--- src/rtl/xbus_arbiter_pkg.sv ---
// Shared widths, FSM encodings and the round-robin pick rule for the two-master bus arbiter.
package xbus_arbiter_pkg;

    localparam int ADDR_W = 8;
    localparam int DATA_W = 16;
    localparam int CNT_W  = 4;

    typedef enum logic [1:0] {
        ARB_IDLE   = 2'd0,
        ARB_ACCESS = 2'd1,
        ARB_RESP   = 2'd2
    } arb_state_t;

    // Single requester wins outright; when both request, the one not served last wins.
    function automatic logic rr_winner(input logic [1:0] req, input logic last_grant);
        logic win;
        if (req == 2'b11) begin
            win = ~last_grant;
        end else begin
            win = req[1];
        end
        return win;
    endfunction

endpackage

--- src/rtl/xbus_arbiter_rr_pick.sv ---
// Combinational 2-way round-robin selector used by the bus arbiter in IDLE.
module xarb_rr_pick
    import xbus_arbiter_pkg::*;
(
    input  logic [1:0] req,
    input  logic       last_grant,
    output logic       winner
);

    // Winner index; meaningless when no request is pending (caller ignores it then).
    always_comb begin
        winner = rr_winner(req, last_grant);
    end

endmodule

--- src/rtl/xbus_arbiter.sv ---
// Two-master arbiter sharing one addr/sel/we/data bus: round-robin grant, one transaction
// at a time, fixed read latency RD_LAT, single-cycle ack with read data to the winner.
//
// state      | meaning
// -----------+-----------------------------------------------------------
// ARB_IDLE   | bus free; pick a requester and latch its command
// ARB_ACCESS | bus_sel high for RD_LAT cycles, rdata sampled on the last
// ARB_RESP   | ack pulse to the granted master, grant history updated
module xbus_arbiter
    import xbus_arbiter_pkg::*;
#(
    parameter int RD_LAT = 1
)(
    input  logic              clk,
    input  logic              rst,
    input  logic              m0_req,
    input  logic              m0_we,
    input  logic [ADDR_W-1:0] m0_addr,
    input  logic [DATA_W-1:0] m0_wdata,
    output logic              m0_ack,
    output logic [DATA_W-1:0] m0_rdata,
    input  logic              m1_req,
    input  logic              m1_we,
    input  logic [ADDR_W-1:0] m1_addr,
    input  logic [DATA_W-1:0] m1_wdata,
    output logic              m1_ack,
    output logic [DATA_W-1:0] m1_rdata,
    output logic              bus_sel,
    output logic              bus_we,
    output logic [ADDR_W-1:0] bus_addr,
    output logic [DATA_W-1:0] bus_wdata,
    input  logic [DATA_W-1:0] bus_rdata
);

    localparam logic [CNT_W-1:0] CNT_LOAD = CNT_W'(RD_LAT - 1);

    arb_state_t        r_state;
    arb_state_t        w_state_nxt;
    logic [CNT_W-1:0]  r_cnt;
    logic [CNT_W-1:0]  w_cnt_nxt;
    logic              r_grant;
    logic              w_grant_nxt;
    logic              r_last_grant;
    logic              w_last_grant_nxt;
    logic              r_bus_sel;
    logic              w_bus_sel_nxt;
    logic              r_bus_we;
    logic              w_bus_we_nxt;
    logic [ADDR_W-1:0] r_bus_addr;
    logic [ADDR_W-1:0] w_bus_addr_nxt;
    logic [DATA_W-1:0] r_bus_wdata;
    logic [DATA_W-1:0] w_bus_wdata_nxt;
    logic              r_m0_ack;
    logic              w_m0_ack_nxt;
    logic              r_m1_ack;
    logic              w_m1_ack_nxt;
    logic [DATA_W-1:0] r_m0_rdata;
    logic [DATA_W-1:0] w_m0_rdata_nxt;
    logic [DATA_W-1:0] r_m1_rdata;
    logic [DATA_W-1:0] w_m1_rdata_nxt;
    logic [1:0]        w_req;
    logic              w_winner;

    assign w_req = {m1_req, m0_req};

    xarb_rr_pick u_pick (
        .req        (w_req),
        .last_grant (r_last_grant),
        .winner     (w_winner)
    );

    // State register.
    always_ff @(posedge clk or posedge rst) begin
        if (rst) begin
            r_state <= ARB_IDLE;
        end else begin
            r_state <= w_state_nxt;
        end
    end

    // Next-state decode.
    always_comb begin
        w_state_nxt = r_state;
        case (r_state)
            ARB_IDLE:   if (|w_req) w_state_nxt = ARB_ACCESS;
            ARB_ACCESS: if (r_cnt == '0) w_state_nxt = ARB_RESP;
            ARB_RESP:   w_state_nxt = ARB_IDLE;
            default:    w_state_nxt = ARB_IDLE;
        endcase
    end

    // Next values of the registered outputs, counter and grant bookkeeping.
    always_comb begin
        w_cnt_nxt        = r_cnt;
        w_grant_nxt      = r_grant;
        w_last_grant_nxt = r_last_grant;
        w_bus_sel_nxt    = r_bus_sel;
        w_bus_we_nxt     = r_bus_we;
        w_bus_addr_nxt   = r_bus_addr;
        w_bus_wdata_nxt  = r_bus_wdata;
        w_m0_ack_nxt     = 1'b0;
        w_m1_ack_nxt     = 1'b0;
        w_m0_rdata_nxt   = r_m0_rdata;
        w_m1_rdata_nxt   = r_m1_rdata;
        case (r_state)
            ARB_IDLE: begin
                if (|w_req) begin
                    w_grant_nxt   = w_winner;
                    w_bus_sel_nxt = 1'b1;
                    w_cnt_nxt     = CNT_LOAD;
                    if (w_winner) begin
                        w_bus_we_nxt    = m1_we;
                        w_bus_addr_nxt  = m1_addr;
                        w_bus_wdata_nxt = m1_wdata;
                    end else begin
                        w_bus_we_nxt    = m0_we;
                        w_bus_addr_nxt  = m0_addr;
                        w_bus_wdata_nxt = m0_wdata;
                    end
                end
            end
            ARB_ACCESS: begin
                if (r_cnt != '0) begin
                    w_cnt_nxt = r_cnt - 1'b1;
                end else begin
                    // Last bus cycle: capture read data and release the bus together,
                    // so bus_we can never outlive bus_sel.
                    w_bus_sel_nxt = 1'b0;
                    w_bus_we_nxt  = 1'b0;
                    if (r_grant) begin
                        w_m1_ack_nxt   = 1'b1;
                        w_m1_rdata_nxt = bus_rdata;
                    end else begin
                        w_m0_ack_nxt   = 1'b1;
                        w_m0_rdata_nxt = bus_rdata;
                    end
                end
            end
            ARB_RESP: begin
                w_last_grant_nxt = r_grant;
            end
            default: begin
                w_bus_sel_nxt = 1'b0;
                w_bus_we_nxt  = 1'b0;
            end
        endcase
    end

    // Output and datapath registers; last_grant resets to 1 so m0 wins the first contest.
    always_ff @(posedge clk or posedge rst) begin
        if (rst) begin
            r_cnt        <= '0;
            r_grant      <= 1'b0;
            r_last_grant <= 1'b1;
            r_bus_sel    <= 1'b0;
            r_bus_we     <= 1'b0;
            r_bus_addr   <= '0;
            r_bus_wdata  <= '0;
            r_m0_ack     <= 1'b0;
            r_m1_ack     <= 1'b0;
            r_m0_rdata   <= '0;
            r_m1_rdata   <= '0;
        end else begin
            r_cnt        <= w_cnt_nxt;
            r_grant      <= w_grant_nxt;
            r_last_grant <= w_last_grant_nxt;
            r_bus_sel    <= w_bus_sel_nxt;
            r_bus_we     <= w_bus_we_nxt;
            r_bus_addr   <= w_bus_addr_nxt;
            r_bus_wdata  <= w_bus_wdata_nxt;
            r_m0_ack     <= w_m0_ack_nxt;
            r_m1_ack     <= w_m1_ack_nxt;
            r_m0_rdata   <= w_m0_rdata_nxt;
            r_m1_rdata   <= w_m1_rdata_nxt;
        end
    end

    assign bus_sel   = r_bus_sel;
    assign bus_we    = r_bus_we;
    assign bus_addr  = r_bus_addr;
    assign bus_wdata = r_bus_wdata;
    assign m0_ack    = r_m0_ack;
    assign m1_ack    = r_m1_ack;
    assign m0_rdata  = r_m0_rdata;
    assign m1_rdata  = r_m1_rdata;

endmodule
--- config.mk ---
export PLATFORM = sky130hd
export DESIGN_NAME = xbus_arbiter
export DESIGN_NICKNAME = d
export VERILOG_FILES = /design/src/rtl/xbus_arbiter_pkg.sv /design/src/rtl/xbus_arbiter_rr_pick.sv /design/src/rtl/xbus_arbiter.sv
export SDC_FILE = /design/constraint.sdc
export NUM_CORES = 1
export LEC_CHECK = 0
export CAP_MARGIN = 40
export CORE_AREA = 5 5 102 80
export CTS_BUF_LIST = sky130_fd_sc_hd__clkbuf_8
export DETAILED_ROUTE_END_ITERATION = 12
export DIE_AREA = 0 0 107 85
export PLACE_DENSITY = 0.87
export SLEW_MARGIN = 20
export SYNTH_ARGS = -nofsm -noshare
export SYNTH_HDL_FRONTEND = slang
export SYNTH_SLANG_ARGS = --single-unit
export TNS_END_PERCENT = 50
--- constraint.sdc ---
create_clock -name clk -period 2.8 [get_ports clk]
set_clock_uncertainty 0.15 [all_clocks]
set_input_delay 0.56 -clock clk [delete_from_list [all_inputs] [get_ports clk]]
set_output_delay 0.56 -clock clk [all_outputs]
set_load 0.005 [all_outputs]
## After elaboration in Yosys (flattened, before gate mapping)

Cells that the tools add are included.

| word-level totals | value |
|---|---|
| logic and storage cells | 56 |
| bits of input ports | 70 |
| register bits after elaboration | 68 |

| cells by class | value |
|---|---|
| muxes and demuxes | 21 |
| reduce and logical (&&, ||, !) cells | 11 |
| add/sub/neg operators | 1 |
| bitwise gates (word level) | 4 |
| equality and inequality tests | 7 |

Operators with widths:

| operator | count |
|---|---|
| two-way mux 16 bit | 1 |
| AND reduction 3 bit | 4 |
| two-way mux 1 bit | 11 |
| two-way mux 4 bit | 2 |
| two-way mux 8 bit | 1 |
| inequality test 2 bit, second input constant | 4 |
| case mux 4 bit (2 select lines) | 1 |
| case mux 1 bit (3 select lines) | 2 |
| == test 2 bit, second input constant | 2 |
| logical NOT 4 bit | 1 |
| two-way mux 2 bit | 2 |
| inverter 1 bit | 4 |
| case mux 2 bit (2 select lines) | 1 |
| AND reduction 2 bit | 2 |
| nonzero test 4 bit | 1 |
| subtractor 4 x 1 -> 4 bit, second input constant | 1 |
| == test 2 x 1 -> 1 bit, second input constant | 1 |
| logical NOT 2 bit | 1 |
| nonzero test 2 bit | 1 |
| OR reduction 2 bit | 1 |

## Logic depth before layout (Yosys ltp)

| depth | value |
|---|---|
| depth in word-level cells | 5 |
| gate-level depth with buffers | 7 |
| gate-level depth less buffers | 5 |

## Hierarchy

Synthesis repeated with hierarchy kept, for this count alone.

| second synthesis, totals | value |
|---|---|
| cell total of the unflattened synthesis | 229 |
| area total of the unflattened synthesis | 2,955.3 µm² |

Modules (own cells, without submodules):

| module | cells each | instances | area each (µm²) |
|---|---|---|---|
| xbus_arbiter | 228 | 1 | 2,944.1 |
| xarb_rr_pick | 1 | 1 | 11.3 |

## Worst setup path after synthesis

OpenSTA, ideal clock, no wires.

| timing path | value |
|---|---|
| kind | reg-to-reg |
| start | register r_cnt[2] |
| end | register r_m1_rdata[0] (netlist: m1_rdata[0]) |
| arrival time | 1,758 ps |
| stages on the path, launching flop included | 5 |
| clock period less this slack | 2,033 ps |
| library setup time | 125 ps |
| setup slack | 767 ps |
| path through | dfrtp_1 or3b_4 nor3_2 buf_6 mux2_2 |

| between the ends | value |
|---|---|
| word-level cells in the longest chain between the ends | 3 |

Ends and longest elaborated chain:

| element | RTL line | RTL |
|---|---|---|
| start: declaration | xbus_arbiter.sv:39 | `logic [CNT_W-1:0] r_cnt;` |
| start signal: assignment | xbus_arbiter.sv:164 | `r_cnt <= w_cnt_nxt;` |
| nonzero test 4 bit | xbus_arbiter.sv:123 | `if (r_cnt != '0) begin` |
| inverter 1 bit (no source line) | n/a |  |
| AND reduction 3 bit (no source line) | n/a |  |
| end signal: assignment | xbus_arbiter.sv:174 | `r_m1_rdata <= w_m1_rdata_nxt;` |
| end: declaration | xbus_arbiter.sv:59 | `logic [DATA_W-1:0] r_m1_rdata;` |

Every way passes these cells.
A chain may end at the register's enable or synchronous reset.

## Final worst setup path

| timing path | value |
|---|---|
| start | register r_cnt[2] |
| end | register r_m0_rdata[0] (netlist: m0_rdata[0]) |

| between the ends | value |
|---|---|
| word-level cells in the longest chain between the ends | 3 |

Ends and longest elaborated chain:

| element | RTL line | RTL |
|---|---|---|
| nonzero test 4 bit | xbus_arbiter.sv:123 |  |
| inverter 1 bit (no source line) | n/a |  |
| AND reduction 3 bit (no source line) | n/a |  |
| end signal: assignment | xbus_arbiter.sv:173 | `r_m0_rdata <= w_m0_rdata_nxt;` |
| end: declaration | xbus_arbiter.sv:57 | `logic [DATA_W-1:0] r_m0_rdata;` |

Every way passes these cells.

==> out/results.txt <==
The area added between synthesis and finish is 55.2%, and the number of max-slew violations in the final report is 0. The synthesized design spends more area on one cell type than any other, namely sky130_fd_sc_hd__dfrtp_1. After clock tree synthesis, the clock-pin slew on the worst setup and hold paths is 0.07 ns. The post-synthesis adder-cell area fraction was 0.846%; the number of nets with antenna violations after routing was 0. The average cell area after synthesis is 12.8 µm². The maximum cell stage delay along the critical path works out to 0.52 ns. The tools report the number of warnings printed during yosys synthesis as 0.

At the worst endpoint, the arrival time is 2.25 ns. The region available for standard cell placement spans 7090 µm². The clock tree synthesis step divided the H-tree into 3 levels. The number of fillers in the final layout came out at 554. The maximum number of buffers from clock root to sink was 2; the remaining design rule violation count was 0. The placed instance count is 437, and the worst hold margin is 0.338 ns.

0 antenna diodes ended up in the layout. Port buffering added 129 buffers. The synthesized netlist devotes 12.1% of its cell area to compound gates.

The quantity of hold-fixing buffers added after cts was 0. The run finished with clean final reports. After layout, the worst path uses 77.9% of the clock period. The standard cell with the maximum stage delay on the critical path was sky130_fd_sc_hd__or3_1.

The initial utilization of the core area, before any placement, comes to 41.7%. The number of setup buffers added after CTS is 0. The number of nets in the synthesized netlist came out at 303.

For the final hold violation count, the log shows 0. The routed layout has 2298 vias. By area the synthesized netlist is led by sky130_fd_sc_hd__dfrtp_1 57%, sky130_fd_sc_hd__mux2_2 8.8%, sky130_fd_sc_hd__o21ai_0 8.6%. The tools report the post-synthesis instance total as 231. Timing would allow up to 459 MHz. Across the whole layout, storage elements account for 1700 µm². For the pin with the worst max-slew slack, the measured transition is 0.457 ns. The routability congestion estimate from global placement is 0.812, and the final number of setup-violating endpoints is 0. Of the cells placed in the final design, the portion with a size suffix greater than 1 is 16.9%. The largest fanout on the critical path works out to 11.

Count of boundary I/O pins: 130. Combined buffer and inverter count along the critical path: 1. Across the run, the number of max-cap violations was 0. The root buffer cell chosen for the clock tree is sky130_fd_sc_hd__clkbuf_8. The global-route wire length before repair is 11700 µm. Setup repair after global routing left no endpoint under its margin. The kind of start point of the critical path is a flop. For this block, the routed nets add up to 7330 µm of wire. The portion of synthesized area spent on multiplexers is 21.8%. The smallest clock period supported by the final layout is computed as 2.18 ns. STA puts the critical path data required time at 2.87 ns.

The share of the synthesized netlist area taken by xor and xnor gates was 0%; the mean routed wirelength per cell was 16.2 µm. Once placement finished, the instance area stood at 4330 µm². Clock latency reported for the late side of the worst-skew pair: 0.33 ns.

The number of antenna violations at the first check in global routing came out at 0. The synthesized design devotes to its leading area cell type 56.7% of total area. The net count of the finished layout was 434. Traced cell by cell, the critical path runs through or3b_4, or3_1, buf_8, mux2_4. After synthesis the cells add up to 2960 µm². The detailed-placement wirelength estimate came out at 5550 µm. The kind of cell with the highest combined delay on the critical path was simple AND/OR/NAND/NOR gates. After routing, the total negative slack on setup checks comes to 0 ns.

The cell area after layout was 4590 µm². The die is 85 µm tall. TritonCTS built the clock tree. The floorplan has 27 rows. For the number of sinks on the clock net, the log shows 68. The min-delay analysis places its worst path in the category flop to flop.

The total power density per cell area was 1060 nW/µm²; the number of synthesized register bits was 68. The worst-case vdd ir drop is 407 µV. Summing all multi-input logic gate instances after layout gives 1140 µm². The power after layout was 4.86 mW; the die outline width was 107 µm. The analysis attributes to cell leakage a power of 2.01 nW. The count of cells in the finished layout, fillers not included, comes to 454. The proportion of synthesized chip area in sequential cells is 57.5%, and the overall die area is 9100 µm².

In this run, CTS created clock tree buffers numbering 9. Total routing usage reported by global routing: 16.5%. The kind of end point of the critical path was a flop. Of the total synthesized cell area, the portion taken by AND, OR, NAND and NOR gates is 3.76%. The detailed router finished its first iteration with 80 violations. For the number of detailed-route iterations in the first pass, the log shows 4. The via count of the first global-routing pass is 2427, and the per-cell via count in the routed design is 5.06.

Entering global routing, the biggest net connects 69 pins. The headroom to the max-slew limit is 69.6%, and the count of cells resized by post-cts repair is 0. After synthesis, the largest family of logic cells by area is multiplexers.

Type of the worst setup path: flop to flop. For the count of different cell masters after synthesis, the log shows 32. Summed over all layers, the global routing overflow is 0.
==> cell type report <==
class                           count  share of cell area (%)
Multi-Input combinational cell    141                    24.8
Timing Repair Buffer              134                    29.6
Sequential cell                    68                    37.1
Tap cell                           87                    2.37
Clock buffer                       10                    3.00
Clock inverter                      6                    2.43
Inverter                            8                   0.654
==> cells in the mapped netlist <==
master / n
sky130_fd_sc_hd__or3_1: 1
sky130_fd_sc_hd__a21o_1: 2
sky130_fd_sc_hd__o22ai_1: 3
sky130_fd_sc_hd__a21bo_2: 1
sky130_fd_sc_hd__nor2b_1: 1
sky130_fd_sc_hd__mux2_2: 23
sky130_fd_sc_hd__o31ai_1: 2
sky130_fd_sc_hd__o21ba_2: 1
sky130_fd_sc_hd__buf_12: 1
sky130_fd_sc_hd__nand2b_1: 2
sky130_fd_sc_hd__mux2i_1: 25
sky130_fd_sc_hd__o21ai_0: 51
sky130_fd_sc_hd__clkbuf_1: 9
sky130_fd_sc_hd__dfrtp_1: 67
sky130_fd_sc_hd__a31o_2: 1
sky130_fd_sc_hd__buf_6: 2
sky130_fd_sc_hd__nand4b_1: 2
sky130_fd_sc_hd__or2_2: 2
sky130_fd_sc_hd__nor3_1: 1
sky130_fd_sc_hd__dfstp_2: 1
sky130_fd_sc_hd__nor2_1: 4
sky130_fd_sc_hd__or3b_4: 1
sky130_fd_sc_hd__nor3b_1: 1
sky130_fd_sc_hd__o2bb2ai_1: 1
sky130_fd_sc_hd__a22oi_1: 1
sky130_fd_sc_hd__or2b_1: 1
sky130_fd_sc_hd__mux2_4: 9
sky130_fd_sc_hd__ha_1: 2
sky130_fd_sc_hd__a21oi_1: 2
sky130_fd_sc_hd__buf_2: 2
sky130_fd_sc_hd__inv_1: 8
sky130_fd_sc_hd__nor3_2: 1
==> metal layers <==
layer	vias to the layer above	track usage, %	part of all wire (%)
li1	1091	-	-
met1	1084	18.1	41
met2	112	26.3	45
met3	11	9.28	12
met4	0	6.97	1.6
met5	-	0	0
==> cells by family (layout without fill, tap and decap cells) <==
logic type	count (synthesis)	after routing
buffers and inverters	22	158
multiplexers	57	57
AND/OR/NAND/NOR	17	17
flip-flops	68	68
adder cells (fa/ha/maj)	2	2
AO/OA/AOI/OAI	65	65
==> sequential cells by signal, summed over array words and instances, names as in the netlist <==
register,count
m0_ack,1
r_last_grant,1
bus_we,1
bus_addr,8
bus_wdata,16
r_state,2
m1_ack,1
m0_rdata,16
r_cnt,4
bus_sel,1
m1_rdata,16
r_grant,1
==> final timing paths <==
| check | from | end | slack [ns] | depth (start not counted) |
|---|---|---|---|---|
| worst max-delay path | r_cnt[2]$_DFFE_PP0P_ | m0_rdata[0]$_DFFE_PP0P_ | 0.62 | 4 |
| worst min-delay path | bus_sel$_DFFE_PP0P_ | bus_sel$_DFFE_PP0P_ | 0.34 | 1 |
| worst max register to register | r_cnt[2]$_DFFE_PP0P_ | m0_rdata[0]$_DFFE_PP0P_ | 0.62 | 4 |
| worst min register to register | bus_sel$_DFFE_PP0P_ | bus_sel$_DFFE_PP0P_ | 0.34 | 1 |
| max in group asynchronous | rst | r_last_grant$_DFFE_PP1N_ | 1.72 | 3 |
| min in group asynchronous | rst | bus_addr[6]$_DFFE_PP0P_ | 0.45 | 3 |
==> report_power, final <==
group | leakage (nW) | switching [mW] | internal, mW
Clock | 0.122 | 0.363 | 0.615
Sequential | 0.824 | 0.268 | 1.47
Combinational | 1.06 | 0.787 | 1.36
==> stage by stage <==
stage,setup WS [ns],utilization [%]
6_report,0.620,64.7
2_1_floorplan,0.380,-
3_5_place_dp,0.497,61.0
5_1_grt,0.575,64.7
3_3_place_gp,0.559,61.0
4_1_cts,0.489,64.5
==> placed cells by master (no fill, tap or decap), types with 2 or more instances in the layout <==
master	netlist	final
sky130_fd_sc_hd__clkbuf_8	0	10
sky130_fd_sc_hd__mux2_4	9	9
sky130_fd_sc_hd__nand2b_1	2	2
sky130_fd_sc_hd__o21ai_0	51	51
sky130_fd_sc_hd__buf_12	1	2
sky130_fd_sc_hd__o31ai_1	2	2
sky130_fd_sc_hd__dfrtp_1	67	67
sky130_fd_sc_hd__mux2i_1	25	25
sky130_fd_sc_hd__nand4b_1	2	2
sky130_fd_sc_hd__inv_1	8	7
sky130_fd_sc_hd__or2_2	2	2
sky130_fd_sc_hd__ha_1	2	2
sky130_fd_sc_hd__bufinv_16	0	3
sky130_fd_sc_hd__nor2_1	4	4
sky130_fd_sc_hd__o22ai_1	3	3
sky130_fd_sc_hd__mux2_2	23	23
sky130_fd_sc_hd__buf_4	0	2
sky130_fd_sc_hd__a21oi_1	2	2
sky130_fd_sc_hd__a21o_1	2	2
sky130_fd_sc_hd__clkdlybuf4s50_1	0	129
Power figures use the tool's default switching activity.
